$ cat src/rtl/keypad_event_debouncer_if.sv
// keypad_event_debouncer_if
//   Bundles the scanner-side inputs and the debounced key outputs of
//   keypad_event_debouncer.
//   Scanner -> debouncer : key_detected, row_idx (one-hot), col_sync (active-low)
//   Debouncer -> decoder : key_valid, key_row, key_col, key_press,
//                          key_release, key_repeat
//   master : scanner/decoder side (drives the inputs, observes the outputs)
//   slave  : the debouncer itself
interface keypad_event_debouncer_if #(
   parameter int ROWS = 4,
   parameter int COLS = 4
);
   logic            key_detected;
   logic [ROWS-1:0] row_idx;
   logic [COLS-1:0] col_sync;
   logic            key_valid;
   logic [ROWS-1:0] key_row;
   logic [COLS-1:0] key_col;
   logic            key_press;
   logic            key_release;
   logic            key_repeat;

   modport master (
      output key_detected, row_idx, col_sync,
      input  key_valid, key_row, key_col, key_press, key_release, key_repeat
   );

   modport slave (
      input  key_detected, row_idx, col_sync,
      output key_valid, key_row, key_col, key_press, key_release, key_repeat
   );
endinterface

$ cat src/rtl/keypad_event_debouncer.sv
// keypad_event_debouncer
//   Debounces press and release of a single key on a ROWS x COLS matrix and
//   emits one-cycle press / release / auto-repeat pulses next to the level
//   outputs key_valid / key_row / key_col. All outputs are registered.
//   Ports:
//     clk  - single clock
//     rst  - synchronous reset, active-high
//     kp   - keypad_event_debouncer_if.slave (scanner inputs, key outputs)
//   Build option:
//     KEYPAD_AUTOREPEAT_EN - when defined, the auto-repeat counter is built;
//                            otherwise key_repeat is tied low and
//                            REPEAT_DELAY / REPEAT_RATE have no effect.
module keypad_event_debouncer #(
   parameter int ROWS            = 4,
   parameter int COLS            = 4,
   parameter int DEBOUNCE_CYCLES = 60000,
   parameter int RELEASE_CYCLES  = 15000,
   parameter int REPEAT_DELAY    = 1500000,
   parameter int REPEAT_RATE     = 300000
) (
   input logic                     clk,
   input logic                     rst,
   keypad_event_debouncer_if.slave kp
);

   if (DEBOUNCE_CYCLES < 1 || RELEASE_CYCLES < 1 ||
       REPEAT_DELAY < 1 || REPEAT_RATE < 1) begin : g_param_check
      $error("keypad_event_debouncer: all cycle parameters must be >= 1");
   end

   localparam int CNT_MAX = (DEBOUNCE_CYCLES > RELEASE_CYCLES) ? DEBOUNCE_CYCLES : RELEASE_CYCLES;
   localparam int CNT_W   = $clog2(CNT_MAX + 1);
   localparam logic [CNT_W-1:0] DEB_LAST = CNT_W'(DEBOUNCE_CYCLES - 1);
   localparam logic [CNT_W-1:0] REL_LAST = CNT_W'(RELEASE_CYCLES - 1);

   localparam logic [1:0] S_IDLE       = 2'd0;
   localparam logic [1:0] S_PRESS_DB   = 2'd1;
   localparam logic [1:0] S_HELD       = 2'd2;
   localparam logic [1:0] S_RELEASE_DB = 2'd3;

   logic [1:0]      state;
   logic [CNT_W-1:0] cnt;
   logic [ROWS-1:0] lat_row;
   logic [COLS-1:0] lat_col;

   logic [COLS-1:0] cand_col;
   logic            cand;
   logic            match;

   // Exactly one row and exactly one pressed column; ghosting or multi-key
   // patterns are never treated as a key.
   always_comb begin
      cand_col = ~kp.col_sync;
      cand     = kp.key_detected && $onehot(kp.row_idx) && $onehot(cand_col);
      match    = cand && (kp.row_idx == lat_row) && (cand_col == lat_col);
   end

   always_ff @(posedge clk) begin
      if (rst) begin
         state          <= S_IDLE;
         cnt            <= '0;
         lat_row        <= '0;
         lat_col        <= '0;
         kp.key_valid   <= 1'b0;
         kp.key_row     <= '0;
         kp.key_col     <= '0;
         kp.key_press   <= 1'b0;
         kp.key_release <= 1'b0;
      end else begin
         kp.key_press   <= 1'b0;
         kp.key_release <= 1'b0;
         case (state)
            S_IDLE: begin
               if (cand) begin
                  lat_row <= kp.row_idx;
                  lat_col <= cand_col;
                  cnt     <= '0;
                  state   <= S_PRESS_DB;
               end
            end
            S_PRESS_DB: begin
               if (!cand) begin
                  state <= S_IDLE;
               end else if (!match) begin
                  lat_row <= kp.row_idx;
                  lat_col <= cand_col;
                  cnt     <= '0;
               end else if (cnt == DEB_LAST) begin
                  state        <= S_HELD;
                  kp.key_valid <= 1'b1;
                  kp.key_row   <= lat_row;
                  kp.key_col   <= lat_col;
                  kp.key_press <= 1'b1;
               end else begin
                  cnt <= (cnt == '1) ? cnt : cnt + 1'b1;
               end
            end
            // HELD and RELEASE_DB share the match / key-change handling; they
            // differ only in what an absent candidate does.
            default: begin
               if (match) begin
                  state <= S_HELD;
               end else if (cand) begin
                  kp.key_release <= 1'b1;
                  kp.key_valid   <= 1'b0;
                  kp.key_row     <= '0;
                  kp.key_col     <= '0;
                  lat_row        <= kp.row_idx;
                  lat_col        <= cand_col;
                  cnt            <= '0;
                  state          <= S_PRESS_DB;
               end else if (state == S_HELD) begin
                  cnt   <= '0;
                  state <= S_RELEASE_DB;
               end else if (cnt == REL_LAST) begin
                  kp.key_release <= 1'b1;
                  kp.key_valid   <= 1'b0;
                  kp.key_row     <= '0;
                  kp.key_col     <= '0;
                  state          <= S_IDLE;
               end else begin
                  cnt <= (cnt == '1) ? cnt : cnt + 1'b1;
               end
            end
         endcase
      end
   end

`ifdef KEYPAD_AUTOREPEAT_EN
   localparam int RPT_MAX = (REPEAT_DELAY > REPEAT_RATE) ? REPEAT_DELAY : REPEAT_RATE;
   localparam int RPT_W   = $clog2(RPT_MAX + 1);
   localparam logic [RPT_W-1:0] DELAY_LAST = RPT_W'(REPEAT_DELAY - 1);
   localparam logic [RPT_W-1:0] RATE_LAST  = RPT_W'(REPEAT_RATE - 1);

   logic [RPT_W-1:0] rpt_cnt;
   logic             rpt_phase;   // 0: waiting for first repeat, 1: steady rate
   logic             held_entry;
   logic             rpt_advance;
   logic             rpt_hit;

   // The repeat counter only advances on cycles where the key is actually
   // held; release-debounce cycles and the bounce-return edge leave it frozen.
   always_comb begin
      held_entry  = (state == S_PRESS_DB) && match && (cnt == DEB_LAST);
      rpt_advance = (state == S_HELD) && match;
      rpt_hit     = rpt_advance && (rpt_cnt == (rpt_phase ? RATE_LAST : DELAY_LAST));
   end

   always_ff @(posedge clk) begin
      if (rst) begin
         rpt_cnt       <= '0;
         rpt_phase     <= 1'b0;
         kp.key_repeat <= 1'b0;
      end else begin
         kp.key_repeat <= rpt_hit;
         if (held_entry) begin
            rpt_cnt   <= '0;
            rpt_phase <= 1'b0;
         end else if (rpt_hit) begin
            rpt_cnt   <= '0;
            rpt_phase <= 1'b1;
         end else if (rpt_advance && rpt_cnt != '1) begin
            rpt_cnt <= rpt_cnt + 1'b1;
         end
      end
   end
`else
   assign kp.key_repeat = 1'b0;
`endif

endmodule

$ cat src/flat_wrapper.sv
// flat-port wrapper written by rule: the top's interface ports become plain ports
module keypad_event_debouncer_flat 
#(
   parameter int ROWS            = 4,
   parameter int COLS            = 4,
   parameter int DEBOUNCE_CYCLES = 60000,
   parameter int RELEASE_CYCLES  = 15000,
   parameter int REPEAT_DELAY    = 1500000,
   parameter int REPEAT_RATE     = 300000
)
  (clk, rst, kp_key_detected, kp_row_idx, kp_col_sync, kp_key_valid, kp_key_row, kp_key_col, kp_key_press, kp_key_release, kp_key_repeat);
  keypad_event_debouncer_if #(.ROWS(ROWS), .COLS(COLS)) kp_i ();
  input logic clk;
  input logic rst;
  input wire logic [$bits(kp_i.key_detected)-1:0] kp_key_detected;
  input wire logic [$bits(kp_i.row_idx)-1:0] kp_row_idx;
  input wire logic [$bits(kp_i.col_sync)-1:0] kp_col_sync;
  output wire logic [$bits(kp_i.key_valid)-1:0] kp_key_valid;
  output wire logic [$bits(kp_i.key_row)-1:0] kp_key_row;
  output wire logic [$bits(kp_i.key_col)-1:0] kp_key_col;
  output wire logic [$bits(kp_i.key_press)-1:0] kp_key_press;
  output wire logic [$bits(kp_i.key_release)-1:0] kp_key_release;
  output wire logic [$bits(kp_i.key_repeat)-1:0] kp_key_repeat;
  assign kp_i.key_detected = kp_key_detected;
  assign kp_i.row_idx = kp_row_idx;
  assign kp_i.col_sync = kp_col_sync;
  assign kp_key_valid = kp_i.key_valid;
  assign kp_key_row = kp_i.key_row;
  assign kp_key_col = kp_i.key_col;
  assign kp_key_press = kp_i.key_press;
  assign kp_key_release = kp_i.key_release;
  assign kp_key_repeat = kp_i.key_repeat;
  keypad_event_debouncer #(.ROWS(ROWS), .COLS(COLS), .DEBOUNCE_CYCLES(DEBOUNCE_CYCLES), .RELEASE_CYCLES(RELEASE_CYCLES), .REPEAT_DELAY(REPEAT_DELAY), .REPEAT_RATE(REPEAT_RATE)) u_core (.clk(clk), .rst(rst), .kp(kp_i));
endmodule
$ cat config.mk
export PLATFORM = sky130hd
export DESIGN_NAME = keypad_event_debouncer_flat
export DESIGN_NICKNAME = d
export VERILOG_FILES = /design/src/rtl/keypad_event_debouncer_if.sv /design/src/rtl/keypad_event_debouncer.sv /design/src/flat_wrapper.sv
export SDC_FILE = /design/constraint.sdc
export NUM_CORES = 1
export LEC_CHECK = 0
export CAP_MARGIN = 0
export CORE_MARGIN = 1.5
export CORE_UTILIZATION = 55
export DETAILED_ROUTE_END_ITERATION = 16
export DONT_BUFFER_PORTS = 1
export PLACE_DENSITY_LB_ADDON = 0.08
export SLEW_MARGIN = 20
export SYNTH_ARGS = -nofsm -noshare
export SYNTH_HDL_FRONTEND = slang
export SYNTH_SLANG_ARGS = --single-unit
$ cat constraint.sdc
create_clock -name clk -period 3 [get_ports clk]
set_input_delay 0.15 -clock clk [delete_from_list [all_inputs] [get_ports clk]]
set_output_delay 0.15 -clock clk [all_outputs]
set_load 0.02 [all_outputs]
==> run_summary.xml, run 1 <==
<?xml version="1.0" encoding="UTF-8"?>
<metrics>
  <group name="layout">
    <metric name="antenna_cells" unit="">0</metric>
    <metric name="drive_gt1_frac" unit="">0.0578</metric>
    <metric name="final_core_utilization" unit="">0.629</metric>
    <metric name="final_cell_count_no_fill" unit="">271</metric>
    <metric name="relative_area_change_from_synthesis_to_final_layout" unit="%">9.76</metric>
    <metric name="fillCellCount" unit="">315</metric>
    <metric name="multiInputGateArea" unit="sq um">1080</metric>
    <metric name="regArea" unit="sq um">741</metric>
    <metric name="nets" unit="">246</metric>
  </group>
  <group name="grt">
    <metric name="gr-total-overflow" unit="">0</metric>
    <metric name="largest_net_degree_at_the_start_of_global_routing" unit="">24</metric>
    <metric name="grt_usage" unit="">0.242</metric>
    <metric name="number_of_global_route_vias_before_repair" unit="">1533</metric>
    <metric name="number_of_antenna_violations_at_the_first_check_in_global_routing" unit="">0</metric>
    <metric name="wire_length_of_the_first_global_routing_pass" unit="microns">6800</metric>
  </group>
  <group name="power_and_ir_drop">
    <metric name="power.combinational.fraction" unit="">0.127</metric>
    <metric name="pwr_density_cell" unit="nW/um^2">410</metric>
    <metric name="power.clock.fraction" unit="">0.276</metric>
    <metric name="static-leakage-power" unit="uW">0.000755</metric>
    <metric name="sw_frac_of_total" unit="">0.262</metric>
    <metric name="cellInternalPower" unit="uW">630</metric>
    <metric name="p_switching" unit="uW">224</metric>
    <metric name="total_power" unit="uW">854</metric>
    <metric name="seq_power_share" unit="">0.597</metric>
    <metric name="vdd_ir_drop_max" unit="mV">0.281</metric>
  </group>
  <group name="routing">
    <metric name="drc" unit="">0</metric>
    <metric name="dr_total_vias" unit="">1607</metric>
    <metric name="final_antenna_net_count" unit="">0</metric>
    <metric name="wl" unit="microns">4080</metric>
    <metric name="final_routed_wire_length_divided_by_cell_count" unit="microns">15.0</metric>
    <metric name="detailedRoute.firstPassIterationCount" unit="">4</metric>
    <metric name="drt_first_iter_violations" unit="">103</metric>
    <metric name="routed_via_density" unit="">5.93</metric>
  </group>
  <group name="synth">
    <metric name="synth-adder-area-share" unit="">0.0673</metric>
    <metric name="syn_inst" unit="">214</metric>
    <metric name="synth_compound_gate_area_share" unit="">0.189</metric>
    <metric name="ys.flop_type" unit="">sky130_fd_sc_hd__dfxtp_1</metric>
    <metric name="synth-seq-area-share" unit="">0.391</metric>
    <metric name="number_of_enable_flip_flop_cells_after_synthesis" unit="">0</metric>
    <metric name="synthDistinctLibCells" unit="">49</metric>
    <metric name="synth_area_leaders" unit="">sky130_fd_sc_hd__dfxtp_1 39%, sky130_fd_sc_hd__ha_1 4.6%, sky130_fd_sc_hd__a21oi_1 4.2%</metric>
    <metric name="ys_seq_elements" unit="">37</metric>
    <metric name="fraction_of_synthesis_flops_using_an_asynchronous_set_or_reset_pin" unit="">0</metric>
    <metric name="syn_area" unit="sq um">1900</metric>
    <metric name="post_synth_most_frequent_cells" unit="">37 x sky130_fd_sc_hd__dfxtp_1, 19 x sky130_fd_sc_hd__nor2_1, 16 x sky130_fd_sc_hd__a21oi_1</metric>
    <metric name="synth_top_cell_area_share" unit="">0.391</metric>
    <metric name="ys_warn_count" unit="">0</metric>
    <metric name="combinational_family_with_the_most_area_after_synthesis" unit="">simple AND/OR/NAND/NOR gates</metric>
    <metric name="synthDominantAreaCellType" unit="">sky130_fd_sc_hd__dfxtp_1</metric>
    <metric name="post_synth.cell_area_avg" unit="sq um">8.86</metric>
    <metric name="post-synth-top-count-cell" unit="">sky130_fd_sc_hd__dfxtp_1</metric>
    <metric name="multiplexer_area_fraction_after_synthesis" unit="">0.0211</metric>
    <metric name="yosys.area_share.simple" unit="">0.250</metric>
    <metric name="net_count_of_the_mapped_netlist" unit="">234</metric>
    <metric name="post_synth_xor_area_fraction" unit="">0.0416</metric>
  </group>
  <group name="critical_path">
    <metric name="worst-r2r-setup-slack" unit="ns">0.78</metric>
    <metric name="worst_setup_path_start_kind" unit="">input pin</metric>
    <metric name="timing.critical_path.to_type" unit="">flop</metric>
    <metric name="maximum_fanout_along_the_worst_path" unit="">23</metric>
    <metric name="cp-startpoint" unit="">kp_col_sync[0]</metric>
    <metric name="arrival" unit="ns">2.86</metric>
    <metric name="worst_r2r_endpoint" unit="">u_core.cnt[10]$_SDFFE_PP0P_</metric>
    <metric name="setup.worst_path.class" unit="">input pin to flop</metric>
    <metric name="critical_path.reg2reg.startpoint" unit="">u_core.lat_row[3]$_SDFFE_PP0P_</metric>
    <metric name="critPathRequiredTime" unit="ns">3.28</metric>
    <metric name="critical_path.endpoint" unit="">u_core.cnt[11]$_SDFFE_PP0P_</metric>
    <metric name="worstRegToRegCells" unit="">6</metric>
  </group>
  <group name="clock_network">
    <metric name="clock_latency" unit="ns">0.34</metric>
    <metric name="post_cts_buffers" unit="">0</metric>
    <metric name="cts_htree_levels" unit="">2</metric>
    <metric name="clkTransAtPathRegs" unit="ns">0.10</metric>
    <metric name="cts_tree" unit="">built</metric>
    <metric name="clk_path_buf_depth" unit="">2</metric>
    <metric name="cts-resized-gates" unit="">0</metric>
    <metric name="numCtsBuffers" unit="">5</metric>
    <metric name="cts_hold_buf" unit="">9</metric>
    <metric name="numClockSinks" unit="">37</metric>
    <metric name="clock_tree.root_cell" unit="">sky130_fd_sc_hd__clkbuf_4</metric>
  </group>
  <group name="floorplanning">
    <metric name="fp.coreArea" unit="sq um">3310</metric>
    <metric name="num_io_pins" unit="">23</metric>
    <metric name="floorplan.die.height" unit="microns">61.7</metric>
    <metric name="initial_utilization" unit="">0.573</metric>
    <metric name="core.rowCount" unit="">21</metric>
    <metric name="die_w" unit="microns">61.7</metric>
    <metric name="die_area" unit="sq um">3810</metric>
  </group>
  <group name="timing">
    <metric name="final.setup_skew" unit="ns">0.0101</metric>
    <metric name="max_freq" unit="MHz">389</metric>
    <metric name="totalNegativeSetupSlack" unit="ns">0</metric>
    <metric name="grt_setup_unrepaired" unit="">false</metric>
    <metric name="timing.final.crit_period" unit="ns">2.57</metric>
    <metric name="finalCritPeriodShare" unit="">0.857</metric>
    <metric name="timing_hold_violations_final" unit="">0</metric>
    <metric name="final-max-slew-violation-count" unit="">0</metric>
    <metric name="timing.slew.headroom" unit="">0.640</metric>
    <metric name="worst_slew_pin_slew" unit="ns">0.538</metric>
    <metric name="setup_violations" unit="">0</metric>
  </group>
  <group name="placement">
    <metric name="place.detailed.hpwl" unit="microns">2970</metric>
    <metric name="buffer_ports.inserted" unit="">0</metric>
    <metric name="gp_routability_congestion" unit="">0.889</metric>
    <metric name="place_inst" unit="">256</metric>
  </group>
  <group name="hold_path">
    <metric name="min_path_type" unit="">input pin to flop</metric>
  </group>
  <group name="job">
    <metric name="max-cap-violations" unit="">0</metric>
  </group>
  <group name="status">
    <metric name="outcome" unit="">completed</metric>
  </group>
</metrics>
power groups by stage:
stage | clock [uW] | combinational, uW | sequential [uW]
floorplan | 0 | 80.0 | 519
global placement | 0 | 91.9 | 520
detailed placement | 0 | 95.5 | 521
CTS | 242 | 110 | 510
global route | 259 | 124 | 511
finish | 236 | 109 | 510
cell type report:
cell class | count | area share
sequential | 37 | 0.356
tap | 46 | 0.0276
clock buffer | 5 | 0.0180
clock inverter | 1 | 0.00240
multi-input combinational | 161 | 0.520
timing repair buffer | 12 | 0.0601
inverter | 9 | 0.0162
critical path, stage by stage:
cell and delay [ns]:
sky130_fd_sc_hd__inv_1 0.02, sky130_fd_sc_hd__ha_1 0.28, sky130_fd_sc_hd__ha_1 0.21, sky130_fd_sc_hd__fa_1 0.45, sky130_fd_sc_hd__nor4b_2 0.39, sky130_fd_sc_hd__nand2_1 0.20, sky130_fd_sc_hd__o21ba_2 0.33, sky130_fd_sc_hd__o21ai_1 0.12
sky130_fd_sc_hd__buf_12 0.17, sky130_fd_sc_hd__or4_1 0.39, sky130_fd_sc_hd__a21oi_1 0.15
stage by stage:
stage | worst slack (ns) | hold WS, ns | cell area (sq um)
4_1_cts | 0.417 | 0.0461 | 2080
2_1_floorplan | 0.263 | 0.246 | 1900
3_3_place_gp | 0.163 | 0.223 | 1950
5_1_grt | 0.224 | 0.0388 | 2080
6_report | 0.428 | 0.0390 | 2080
3_5_place_dp | 0.0707 | 0.225 | 1950
cells in the final DEF, fill, tap and decap left out, drive strengths merged, types with 2 or more instances in the layout:
cell	n
a211oi	4
a21o	2
a21oi	16
a22o	8
a22oi	2
a31oi	3
and2	3
and4	3
and4b	4
buf	3
clkbuf	5
dfxtp	37
dlygate4sd3	9
fa	2
ha	7
inv	9
mux2i	4
nand2	15
nand3	8
nand4	5
nor2	19
nor3	6
nor4b	2
o211ai	2
o21ai	9
o31ai	2
or3	8
or4	3
xnor2	4
xor2	5
cell families after synthesis:
kind of cell	Yosys count
adder cells (fa/ha/maj)	9
AO/OA/AOI/OAI	54
buffers and inverters	16
flip-flops	37
AND/OR/NAND/NOR	84
other	1
multiplexers	4
XOR/XNOR	9
worst min path at each step:
stage	to	start	depth (start not counted)
2_1_floorplan	u_core.lat_col[0]$_SDFFE_PP0P_	kp_col_sync[0]	1
3_3_place_gp	u_core.kp.key_valid$_SDFFE_PP0P_	rst	1
3_5_place_dp	u_core.state[1]$_SDFFE_PP0P_	rst	1
4_1_cts	u_core.kp.key_press$_SDFF_PP0_	rst	2
5_1_grt	u_core.kp.key_press$_SDFF_PP0_	rst	2
6_report	u_core.kp.key_press$_SDFF_PP0_	rst	2
layer usage:
layer,up-vias,track usage,part of all wire
met2,46,0.377,0.46
li1,811,-,-
met1,740,0.328,0.47
met4,0,0.0973,0.018
met5,-,0,0
met3,10,0.0476,0.058
registers in the layout (all words and copies together) (netlist names):
signal and count:
u_core.lat_col 4, u_core.kp.key_col 4, u_core.state 2, u_core.cnt 16
u_core.kp.key_row 4, u_core.lat_row 4, u_core.kp.key_release 1, u_core.kp.key_press 1
u_core.kp.key_valid 1
(Power assumes the default switching activity.)
==> run 2: changes to the inputs <==
==> constraint.sdc (replaced) <==
create_clock -name clk -period 3 [get_ports clk]
set_input_delay 0.45 -clock clk [delete_from_list [all_inputs] [get_ports clk]]
set_output_delay 0.45 -clock clk [all_outputs]
set_load 0.02 [all_outputs]
==> run_summary.xml, run 2 (same netlist as run 1, synthesis figures left out) <==
<?xml version="1.0" encoding="UTF-8"?>
<metrics>
  <group name="status">
    <metric name="outcome" unit="">completed</metric>
  </group>
  <group name="hold_path">
    <metric name="holdCritStartpoint" unit="">rst</metric>
    <metric name="min_path_type" unit="">input pin to flop</metric>
  </group>
  <group name="grt">
    <metric name="gr-total-overflow" unit="">0</metric>
    <metric name="largest_net_degree_at_the_start_of_global_routing" unit="">22</metric>
    <metric name="wire_length_of_the_first_global_routing_pass" unit="microns">6040</metric>
    <metric name="number_of_global_route_vias_before_repair" unit="">1380</metric>
    <metric name="grt_usage" unit="">0.213</metric>
    <metric name="number_of_antenna_violations_at_the_first_check_in_global_routing" unit="">0</metric>
  </group>
  <group name="layout">
    <metric name="drive_gt1_frac" unit="">0.0978</metric>
    <metric name="largest_register_ffs" unit="">16</metric>
    <metric name="final_cell_count_no_fill" unit="">271</metric>
    <metric name="antenna_cells" unit="">0</metric>
    <metric name="final_core_utilization" unit="">0.620</metric>
    <metric name="largest_register" unit="">u_core.cnt</metric>
    <metric name="relative_area_change_from_synthesis_to_final_layout" unit="%">8.18</metric>
    <metric name="fillCellCount" unit="">312</metric>
    <metric name="design_area" unit="sq um">2050</metric>
    <metric name="nets" unit="">244</metric>
    <metric name="layout_commonest_cell" unit="">sky130_fd_sc_hd__dfxtp_1</metric>
    <metric name="most-common-layout-cells" unit="">37 x sky130_fd_sc_hd__dfxtp_1, 19 x sky130_fd_sc_hd__nor2_1, 16 x sky130_fd_sc_hd__a21oi_1</metric>
  </group>
  <group name="timing">
    <metric name="final.setup_skew" unit="ns">0.00676</metric>
    <metric name="grt_setup_unrepaired" unit="">false</metric>
    <metric name="timing.final.crit_period" unit="ns">2.71</metric>
    <metric name="setup_violations" unit="">0</metric>
    <metric name="finalCritPeriodShare" unit="">0.902</metric>
    <metric name="max_freq" unit="MHz">370</metric>
    <metric name="timing_hold_violations_final" unit="">0</metric>
    <metric name="final-max-slew-violation-count" unit="">0</metric>
  </group>
  <group name="floorplanning">
    <metric name="die_area" unit="sq um">3810</metric>
    <metric name="core.rowCount" unit="">21</metric>
    <metric name="floorplan.die.height" unit="microns">61.7</metric>
    <metric name="initial_utilization" unit="">0.573</metric>
    <metric name="die_w" unit="microns">61.7</metric>
    <metric name="fp.coreArea" unit="sq um">3310</metric>
    <metric name="num_io_pins" unit="">23</metric>
  </group>
  <group name="routing">
    <metric name="met2WireLength" unit="microns">1690</metric>
    <metric name="dr.max_layer_used" unit="">met4</metric>
    <metric name="final_routed_wire_length_divided_by_cell_count" unit="microns">14.0</metric>
    <metric name="detailedRoute.firstPassIterationCount" unit="">4</metric>
    <metric name="routed_via_density" unit="">5.82</metric>
    <metric name="dr_total_vias" unit="">1577</metric>
    <metric name="final_antenna_net_count" unit="">0</metric>
    <metric name="drt_first_iter_violations" unit="">120</metric>
    <metric name="drc" unit="">0</metric>
    <metric name="wl" unit="microns">3810</metric>
    <metric name="dr_wl_met3" unit="microns">176</metric>
    <metric name="detail_route.wirelength.met1" unit="microns">1910</metric>
  </group>
  <group name="placement">
    <metric name="place_inst" unit="">263</metric>
    <metric name="gp_routability_congestion" unit="">0.876</metric>
    <metric name="placement.cell_area" unit="sq um">2000</metric>
    <metric name="buffer_ports.inserted" unit="">0</metric>
    <metric name="place.detailed.hpwl" unit="microns">2900</metric>
  </group>
  <group name="critical_path">
    <metric name="setup.worst_path.class" unit="">input pin to flop</metric>
    <metric name="critPathRequiredTime" unit="ns">3.27</metric>
    <metric name="critical_path.reg2reg.startpoint" unit="">u_core.cnt[0]$_SDFFE_PP0P_</metric>
    <metric name="maximum_fanout_along_the_worst_path" unit="">18</metric>
    <metric name="arrival" unit="ns">2.97</metric>
    <metric name="cp-startpoint" unit="">kp_col_sync[0]</metric>
    <metric name="timing.critical_path.to_type" unit="">flop</metric>
    <metric name="worst_setup_path_start_kind" unit="">input pin</metric>
  </group>
  <group name="clock_network">
    <metric name="clk_path_buf_depth" unit="">2</metric>
    <metric name="cts-resized-gates" unit="">0</metric>
    <metric name="clkTransAtPathRegs" unit="ns">0.11</metric>
    <metric name="clock_tree.root_cell" unit="">sky130_fd_sc_hd__clkbuf_4</metric>
    <metric name="post_cts_buffers" unit="">0</metric>
    <metric name="cts_hold_buf" unit="">0</metric>
    <metric name="numCtsBuffers" unit="">5</metric>
    <metric name="cts_htree_levels" unit="">2</metric>
    <metric name="cts_tree" unit="">built</metric>
    <metric name="numClockSinks" unit="">37</metric>
    <metric name="clock_latency" unit="ns">0.33</metric>
  </group>
  <group name="power_and_ir_drop">
    <metric name="pwr_density_cell" unit="nW/um^2">418</metric>
    <metric name="vdd_ir_drop_max" unit="mV">0.218</metric>
    <metric name="static-leakage-power" unit="uW">0.000755</metric>
  </group>
  <group name="job">
    <metric name="max-cap-violations" unit="">0</metric>
  </group>
</metrics>
-- run 2: area by class of cell --
type                            instances  area (sq um)  share of cell area
Tap cell                               46          57.6              0.0280
Multi-Input combinational cell        161          1090               0.533
Clock buffer                            6          41.3              0.0201
Clock inverter                          2          10.0             0.00488
Inverter                                9          33.8              0.0165
Timing Repair Buffer                   10          75.1              0.0366
Sequential cell                        37           741               0.361
-- run 2: critical path, stage by stage --
cell and delay (ns):
sky130_fd_sc_hd__inv_1 0.02, sky130_fd_sc_hd__ha_1 0.28, sky130_fd_sc_hd__ha_1 0.21, sky130_fd_sc_hd__fa_1 0.48, sky130_fd_sc_hd__nor4b_4 0.31, sky130_fd_sc_hd__nand2_2 0.12, sky130_fd_sc_hd__o21ba_2 0.28, sky130_fd_sc_hd__o21ai_1 0.10
sky130_fd_sc_hd__buf_4 0.20, sky130_fd_sc_hd__or3_1 0.36, sky130_fd_sc_hd__a21oi_1 0.15
-- run 2: final timing paths --
path	endpoint	slack, ns	cells after the start
min reg2reg	u_core.cnt[11]$_SDFFE_PP0P_	0.50	2
max reg2reg	u_core.cnt[7]$_SDFFE_PP0P_	0.89	8
max	u_core.cnt[7]$_SDFFE_PP0P_	0.29	11
min	u_core.state[0]$_SDFFE_PP0P_	0.17	1
-- run 2: stage by stage --
step	hold slack, ns	setup TNS (ns)	setup slack (ns)	power (uW)
floorplan	0.454	0	0.00285	604
global placement	0.470	0	0.0410	620
detailed placement	0.480	-0.225	-0.0488	623
CTS	0.154	0	0.296	873
global route	0.139	0	0.173	908
finish	0.168	0	0.295	858
-- run 2: per-layer routing --
metal	vias to the layer above	track usage
li1	809	-
met3	4	0.0497
met2	33	0.308
met5	-	0
met4	0	0.0729
met1	731	0.312
-- run 2: power breakdown --
part	switching [uW]	internal [uW]
Combinational	55.6	46.8
Clock	157	89.3
Sequential	10.5	499
